File: config.mk
export PLATFORM = sky130hd
export DESIGN_NAME = ram_dumper
export DESIGN_NICKNAME = d
export VERILOG_FILES = /design/src/rtl/ram_dumper.sv
export SDC_FILE = /design/constraint.sdc
export NUM_CORES = 1
export LEC_CHECK = 0
export CELL_PAD_IN_SITES_DETAIL_PLACEMENT = 0
export CELL_PAD_IN_SITES_GLOBAL_PLACEMENT = 2
export CORE_UTILIZATION = 22
export CTS_CLUSTER_SIZE = 10
export DETAILED_ROUTE_END_ITERATION = 8
export PLACE_DENSITY_LB_ADDON = 0.1
export SKIP_CTS_REPAIR_TIMING = 1
export SYNTH_ARGS = -nofsm -noshare
export SYNTH_HDL_FRONTEND = slang
export SYNTH_SLANG_ARGS = --single-unit
File: constraint.sdc
create_clock -name clk -period 2.9 [get_ports clk]
set_input_delay 0.58 -clock clk [delete_from_list [all_inputs] [get_ports clk]]
set_output_delay 0.58 -clock clk [all_outputs]
set_load 0.1 [all_outputs]
File: src/rtl/ram_dumper.sv
// Streams RAM addresses 0..RAM_BYTES-1 to a host, one acknowledged byte at a time.
// Optional feature: define RAM_DUMPER_CHECKSUM_EN to append a modulo-256 checksum byte.
module ram_dumper #(
  parameter int RAM_BYTES = 16
) (
  input  logic        clk,
  input  logic        rst,
  input  logic        dumping,
  input  logic        next_byte,
  input  logic [7:0]  bus_in,
  output logic [7:0]  bus_out,
  output logic        bus_drive,
  output logic [14:0] out,
  output logic [7:0]  data_out,
  output logic        data_valid,
  output logic        done
);

  typedef enum logic [2:0] {
    S_IDLE,
    S_ADDR,
    S_READ,
    S_PRESENT,
    S_DONE
  } state_t;

  // Control word {Cp,Ep,Lp,nLma,nLmd,nCE,nLr,nLi,nEi,nLa,Ea,sub,Eu,nLb,nLo}
  localparam logic [14:0] OUT_INACTIVE = 15'h0FE3;
  localparam logic [14:0] OUT_LOAD_MAR = 15'h07E3;
  localparam logic [14:0] OUT_RAM_OUT  = 15'h0DE3;
  localparam logic [3:0]  LAST_ADDR    = 4'(RAM_BYTES - 1);

  state_t      state_q, state_d;
  logic [3:0]  addr_q, addr_d;
  logic [7:0]  data_q, data_d;
  logic        valid_q, valid_d;
  logic        nb_q;
  logic        ack;
  logic        ack_taken;

`ifdef RAM_DUMPER_CHECKSUM_EN
  logic [7:0]  sum_q, sum_d;
  logic        csum_q, csum_d;
`endif

  assign ack       = next_byte & ~nb_q;
  assign ack_taken = (state_q == S_PRESENT) && ack;

  always_comb begin
    state_d = state_q;
    addr_d  = addr_q;
    data_d  = data_q;
`ifdef RAM_DUMPER_CHECKSUM_EN
    sum_d   = sum_q;
    csum_d  = csum_q;
`endif
    case (state_q)
      S_IDLE: begin
        addr_d = 4'd0;
`ifdef RAM_DUMPER_CHECKSUM_EN
        sum_d  = 8'h00;
        csum_d = 1'b0;
`endif
        if (dumping) state_d = S_ADDR;
      end
      S_ADDR: state_d = S_READ;
      S_READ: begin
        data_d  = bus_in;
`ifdef RAM_DUMPER_CHECKSUM_EN
        sum_d   = sum_q + bus_in;
`endif
        state_d = S_PRESENT;
      end
      S_PRESENT: begin
        if (ack) begin
`ifdef RAM_DUMPER_CHECKSUM_EN
          if (csum_q) begin
            state_d = S_DONE;
          end else if (addr_q < LAST_ADDR) begin
            addr_d  = addr_q + 4'd1;
            state_d = S_ADDR;
          end else begin
            // Checksum goes out as an extra transfer without touching the bus.
            csum_d  = 1'b1;
            data_d  = sum_q;
            state_d = S_PRESENT;
          end
`else
          if (addr_q < LAST_ADDR) begin
            addr_d  = addr_q + 4'd1;
            state_d = S_ADDR;
          end else begin
            state_d = S_DONE;
          end
`endif
        end
      end
      S_DONE: state_d = S_DONE;
      default: state_d = S_IDLE;
    endcase

    if (!dumping) begin
      state_d = S_IDLE;
      addr_d  = 4'd0;
`ifdef RAM_DUMPER_CHECKSUM_EN
      csum_d  = 1'b0;
`endif
    end

    // An acknowledged byte always loses valid for at least one cycle.
    valid_d = (state_d == S_PRESENT) && !ack_taken;
  end

  always_ff @(posedge clk) begin
    if (rst) begin
      state_q <= S_IDLE;
      addr_q  <= 4'd0;
      data_q  <= 8'h00;
      valid_q <= 1'b0;
      nb_q    <= 1'b0;
`ifdef RAM_DUMPER_CHECKSUM_EN
      sum_q   <= 8'h00;
      csum_q  <= 1'b0;
`endif
    end else begin
      state_q <= state_d;
      addr_q  <= addr_d;
      data_q  <= data_d;
      valid_q <= valid_d;
      nb_q    <= next_byte;
`ifdef RAM_DUMPER_CHECKSUM_EN
      sum_q   <= sum_d;
      csum_q  <= csum_d;
`endif
    end
  end

  always_comb begin
    out = OUT_INACTIVE;
    case (state_q)
      S_ADDR:  out = OUT_LOAD_MAR;
      S_READ:  out = OUT_RAM_OUT;
      default: out = OUT_INACTIVE;
    endcase
  end

  assign bus_drive  = (state_q == S_ADDR);
  assign bus_out    = bus_drive ? {4'b0000, addr_q} : 8'h00;
  assign data_out   = data_q;
  assign data_valid = valid_q;
  assign done       = (state_q == S_DONE);

endmodule

==> flow_summary_export.csv, run 1 <==
group,metric,value,unit
routing,drc,0,
logic_synthesis,syn_avg_cell_area,8.733,sq um
placed_design,place_area,1112,sq um
logic_synthesis,synthCells,100,
setup_path,cp_top_family,"flip-flops",
floorplan,initial_utilization,23.33,%
setup_path,reg2reg_to,"addr_q[3]$_SDFFE_PP0P_",
logic_synthesis,synth_area,873.3,sq um
routing,drtIter0Drc,19,
routing,vias,703,
floorplan,core_area,3744,sq um
timing,period_needed,2.194,ns
clock_network,cts_max_level,1,
cells_and_area,nFillCells,422,
run_status,outcome,"complete, no violations",
timing,tns,0,ns
routing,viasPerCell,3.994,
global_route,grt-ovfl-total,0,
setup_path,cp-start-kind,"flop",
setup_path,crit_chain,"inv_1, nor3_2, buf_4",
setup_path,worstRegToRegCells,4,
pwr,pwr_density_cell,515.4,nW/um^2
logic_synthesis,synth-async-reset-ratio,0,%
logic_synthesis,synth.largest_area_cell,"dfxtp_1",
setup_path,rrSetupSlack,1.38,ns
setup_path,path_class,"flop to output port",
timing,setup_slack,0.7065,ns
placed_design,placed_cells,172,
cells_and_area,nets,142,
pwr,finalPower,0.5965,mW
setup_path,worstPathRequired,2.32,ns
cells_and_area,drive_gt1_share,20.31,%
timing,timing.fmax,0.4559,GHz
pwr,p_leak,0.4636,nW
logic_synthesis,yosysTopAreaCellShare,38.97,%
setup_path,crit_cells,3,
timing,finalHoldViolations,0,
setup_path,crit_path_end,"done",
logic_synthesis,ys.warnings.count,0,
setup_path,crit_arrival,1.61,ns
cells_and_area,stdcell_area,1157,sq um
floorplan,die_x,65.01,um
timing,rsz0062_at_grt,"false",
floorplan,die_area,4226,sq um
logic_synthesis,synth_edf_count,0,
logic_synthesis,yosysMostFrequentCell,"buf_4",
setup_path,critPathMaxFanout,11,
clock_network,cts_buffers,3,
hold_path,hold_path.class,"flop to flop",
clock_network,clkSlewWorstSetupHoldPaths,0.07,ns
timing,fin_crit_sh,75.64,%
placed_design,dp_slack,0.8015,ns
floorplan,fp.dieH,65.01,um
placed_design,gp_congestion,0.6390,
logic_synthesis,synth.distinct_cells,27,
timing,setup_viol,0,
clock_network,clockBufferDepth,2,
run,drv_cap,0,
cells_and_area,finalNonFillerCells,176,
setup_path,end_kind,"output port",
routing,dr.pass1.iters,4,
global_route,grt_pass1_vias,650,
clock_network,clk_latency,0.25,ns
floorplan,num_rows,22,
global_route,grt_start_max_net_pins,12,
routing,drt-total-wl,1806,um
placed_design,dpl.hpwl,1349,um
logic_synthesis,synth-main-ff-cell,"dfxtp_1",
cells_and_area,n_antenna_cell,0,
setup_path,critPathLaunch,"state_q[2]$_SDFF_PP0_",
clock_network,cts_root_buf,"clkbuf_8",
setup_path,critPathMaxStageDelay,0.58,ns
timing,finClkSkew,0.001985,ns
timing,slew_violations,0,
logic_synthesis,synth_seq_cells,17,
logic_synthesis,seq_area_frac_synth,38.97,%
clock_network,cts_tree,"built",
setup_path,timing.critical_path.buf_inv,2,
logic_synthesis,synth_area_leaders,"dfxtp_1 (39%), buf_4 (15%), mux2i_1 (9.2%)",
placed_design,numPortBuffers,28,
global_route,grt_usage,9.436,%
floorplan,ioPinCount,46,
cells_and_area,syn_to_final_growth,32.52,%
routing,wire_per_inst,10.26,um
global_route,grt_pass1_wl,2980,um
pwr,vdd_drop_max,0.1443,mV
setup_path,timing.rr.start,"state_q[1]$_SDFF_PP0_",
global_route,grt_antenna_before_repair,0,
setup_path,critPathSlowestCell,"dfxtp_1",
logic_synthesis,synth_commonest_cells,"buf_4 (18), dfxtp_1 (17), nor2_1 (11), mux2i_1 (8), and2_1 (5)",
clock_network,clock-sinks,17,
routing,postRouteAntennaNets,0,
## sequential cells by signal, summed over array words and instances (netlist names)
register    cells
data_out        8
addr_q          4
state_q         3
data_valid      1
nb_q            1
## power breakdown
| group | switching [mW] | internal, mW | total [mW] |
|---|---|---|---|
| Combinational | 0.147 | 0.0284 | 0.175 |
| Sequential | 0.00465 | 0.238 | 0.243 |
| Clock | 0.0812 | 0.0975 | 0.179 |
| Total | 0.232 | 0.364 | 0.596 |
## layout make-up
cell class | instances | area, sq um | area share (%)
well taps | 48 | 60.06 | 5.189
multi-input cells | 75 | 455.4 | 39.35
clock buffers | 4 | 45.04 | 3.892
repair buffers | 29 | 245.2 | 21.19
flip-flops and latches | 17 | 340.3 | 29.41
inverters | 3 | 11.26 | 0.9730
## tightest hold or removal path, stage by stage, from the launching register on
cell,delay (ns)
dfxtp_1,0.33
mux2i_1,0.06
nor2_1,0.08
## cells in the final DEF (no fill, tap or decap), types with 3 or more instances in the layout
| master | n |
|---|---|
| nand2_1 | 3 |
| a21oi_1 | 4 |
| clkbuf_8 | 3 |
| nor2_1 | 11 |
| nor3_1 | 3 |
| conb_1 | 17 |
| buf_4 | 18 |
| inv_1 | 3 |
| o21ai_0 | 4 |
| dfxtp_1 | 17 |
| and2_1 | 5 |
| mux2i_1 | 8 |
| clkdlybuf4s50_1 | 11 |
## kinds of logic after synthesis
logic type                 after synthesis  share of synthesized area, %
DFF                                     17                         38.97
AOI/OAI and AO/OA                       12                         8.024
and+or+nand+nor                         37                         23.78
muxes                                    8                         9.169
adders and majority gates                1                         1.432
other                                    2                        0.8599
buffers and inverters                   23                         17.76
## routing by layer
layer	GRT usage (%)	part of all wire, %
met1	11.43	44
met2	14.58	45
met3	2.641	8.2
met4	5.833	2.3
met5	0	0
## worst min path at each step
stage | startpoint | endpoint | slack, ns | depth (start not counted)
finish | data_out[6]$_SDFFE_PP0P_ | data_out[6]$_SDFFE_PP0P_ | 0.50 | 2
global route | data_out[2]$_SDFFE_PP0P_ | data_out[2]$_SDFFE_PP0P_ | 0.54 | 2
CTS | data_out[6]$_SDFFE_PP0P_ | data_out[6]$_SDFFE_PP0P_ | 0.51 | 2
detailed placement | data_out[1]$_SDFFE_PP0P_ | data_out[1]$_SDFFE_PP0P_ | 0.49 | 2
global placement | data_out[7]$_SDFFE_PP0P_ | data_out[7]$_SDFFE_PP0P_ | 0.48 | 2
floorplan | addr_q[3]$_SDFFE_PP0P_ | addr_q[3]$_SDFFE_PP0P_ | 0.47 | 2
## through the flow
stage | hold slack (ns) | utilization [%]
6_report | 0.4995 | 30.92
5_1_grt | 0.5417 | 30.92
4_1_cts | 0.5107 | 30.92
3_5_place_dp | 0.4866 | 29.71
3_3_place_gp | 0.4800 | 29.71
2_1_floorplan | 0.4710 | -
Note: power is estimated with default switching activity, not from simulation.
==> inputs of run 2 (changes only) <==
--- a/config.mk
+++ b/config.mk
@@ -7,7 +7,7 @@
 export LEC_CHECK = 0
 export CELL_PAD_IN_SITES_DETAIL_PLACEMENT = 0
 export CELL_PAD_IN_SITES_GLOBAL_PLACEMENT = 2
-export CORE_UTILIZATION = 22
+export CORE_UTILIZATION = 19
 export CTS_CLUSTER_SIZE = 10
 export DETAILED_ROUTE_END_ITERATION = 8
 export PLACE_DENSITY_LB_ADDON = 0.1
==> constraint.sdc (replaced) <==
create_clock -name clk -period 1.9 [get_ports clk]
set_input_delay 0.38 -clock clk [delete_from_list [all_inputs] [get_ports clk]]
set_output_delay 0.38 -clock clk [all_outputs]
set_load 0.1 [all_outputs]
==> run 2 against run 1 <==
  * Non-clock buffer count rose by 3
  * Combinational power rose by 60%
  * Largest cell class unchanged
  * Die area rose by 15%
  * Largest power group unchanged
  * Critical path type unchanged
  * Sequential power rose by 53%
==> flow_summary_export.csv, run 2 (synthesized netlist as in run 1, its figures left out) <==
group,metric,value,unit
placed_design,numPortBuffers,28,
routing,drc,0,
clock_network,cts_root_buf,"clkbuf_8",
global_route,grt_pass1_vias,654,
cells_and_area,mostFrequentLayoutCell,"conb_1",
timing,finalHoldViolations,0,
setup_path,worstPathRequired,1.52,ns
placed_design,dpl.hpwl,1486,um
global_route,grt_antenna_before_repair,0,
cells_and_area,post-route-util,29.48,%
clock_network,clkSlewWorstSetupHoldPaths,0.07,ns
global_route,busiest_layer,"met2",
timing,finClkSkew,0.002677,ns
timing,slew_violations,0,
floorplan,fp.dieH,69.80,um
floorplan,ioPinCount,46,
cells_and_area,largest_reg_flops,8,
floorplan,num_rows,24,
cells_and_area,syn_to_final_growth,47.99,%
clock_network,clock-sinks,17,
timing,hold_ws,0.5006,ns
setup_path,path_class,"flop to output port",
setup_path,crit_arrival,1.42,ns
routing,postRouteAntennaNets,0,
floorplan,core_area,4384,sq um
floorplan,die_x,69.80,um
floorplan,die_area,4871,sq um
clock_network,cts_tree,"built",
cells_and_area,n_antenna_cell,0,
setup_path,critPathMaxFanout,8,
clock_network,cts_max_level,1,
routing,viasPerCell,3.918,
pwr,p_leak,0.5116,nW
hold_path,whs_path_depth,2,
cells_and_area,multi_input_area,461.7,sq um
setup_path,worstRegToRegCells,4,
global_route,use_met3,2.035,%
global_route,grt_start_max_net_pins,11,
routing,dr.pass1.iters,2,
timing,period_needed,1.801,ns
cells_and_area,register_area,341.6,sq um
timing,setup_viol,0,
run,drv_cap,0,
cells_and_area,final_cell_mix,"conb_1 (17), dfxtp_1 (16), buf_4 (13), nor2_1 (11), clkdlybuf4s50_1 (11)",
global_route,grt_usage,8.041,%
global_route,grt_pass1_wl,3022,um
global_route,met1_usage,10.19,%
routing,drt-total-wl,1924,um
timing,timing.fmax,0.5551,GHz
timing,fin_crit_sh,94.82,%
run_status,outcome,"complete, no violations",
floorplan,initial_utilization,19.92,%
timing,rsz0062_at_grt,"false",
timing,tns,0,ns
pwr,vdd_drop_max,0.1804,mV
routing,drtIter0Drc,7,
pwr,finalPower,0.9291,mW
setup_path,end_kind,"output port",
cells_and_area,nFillCells,481,
clock_network,cts_buffers,3,
cells_and_area,drive_gt1_share,25.95,%
placed_design,gp_congestion,0.6797,
cells_and_area,nets,145,
clock_network,clockBufferDepth,2,
global_route,met2_usage,12.61,%
routing,vias,717,
clock_network,clk_latency,0.25,ns
pwr,pwr_density_cell,718.8,nW/um^2
hold_path,hold_path.class,"flop to flop",
routing,wire_per_inst,10.51,um
setup_path,cp-start-kind,"flop",
global_route,grt-ovfl-total,0,
-- run 2: stage by stage --
| stage | std cells | setup WS (ns) | cell area [sq um] |
|---|---|---|---|
| 2_1_floorplan | 115 | -0.5401 | 957.2 |
| 3_3_place_gp | 179 | 0.09889 | 1247 |
| 3_5_place_dp | 179 | 0.03504 | 1247 |
| 4_1_cts | 183 | 0.05846 | 1292 |
| 5_1_grt | 183 | 0.02104 | 1292 |
| 6_report | 183 | 0.09850 | 1292 |
-- run 2: area by class of cell --
cell class              count  area share, %
clock buffers               4          3.485
inverters                   3         0.8712
multi-input cells          75          35.72
flip-flops and latches     17          26.43
well taps                  52          5.034
repair buffers             32          28.46
-- run 2: where the power goes --
| group | total (mW) | switching [mW] | internal (mW) |
|---|---|---|---|
| Combinational | 0.280 | 0.226 | 0.0540 |
| Sequential | 0.371 | 0.00762 | 0.364 |
| Clock | 0.278 | 0.129 | 0.149 |
| Total | 0.929 | 0.362 | 0.567 |
-- run 2: worst max-delay path: stages, from the launching register on --
cell     delay [ns]
dfxtp_2        0.43
nor3b_4        0.34
and2_2         0.23
buf_12         0.17
-- run 2: metal layers --
metal / vias up / wire [um]
met3: 5 / 114
li1: 359 / -
met2: 29 / 917
met5: - / 0
met4: 0 / 35
met1: 324 / 857
-- run 2: worst paths after layout --
check | slack (ns) | to | startpoint
worst max register to register | 0.33 | addr_q[3]$_SDFFE_PP0P_ | state_q[1]$_SDFF_PP0_
worst min register to register | 0.50 | data_out[5]$_SDFFE_PP0P_ | data_out[5]$_SDFFE_PP0P_
worst min-delay path | 0.50 | data_out[5]$_SDFFE_PP0P_ | data_out[5]$_SDFFE_PP0P_
worst max-delay path | 0.1 | bus_out[1] | state_q[0]$_SDFF_PP0_
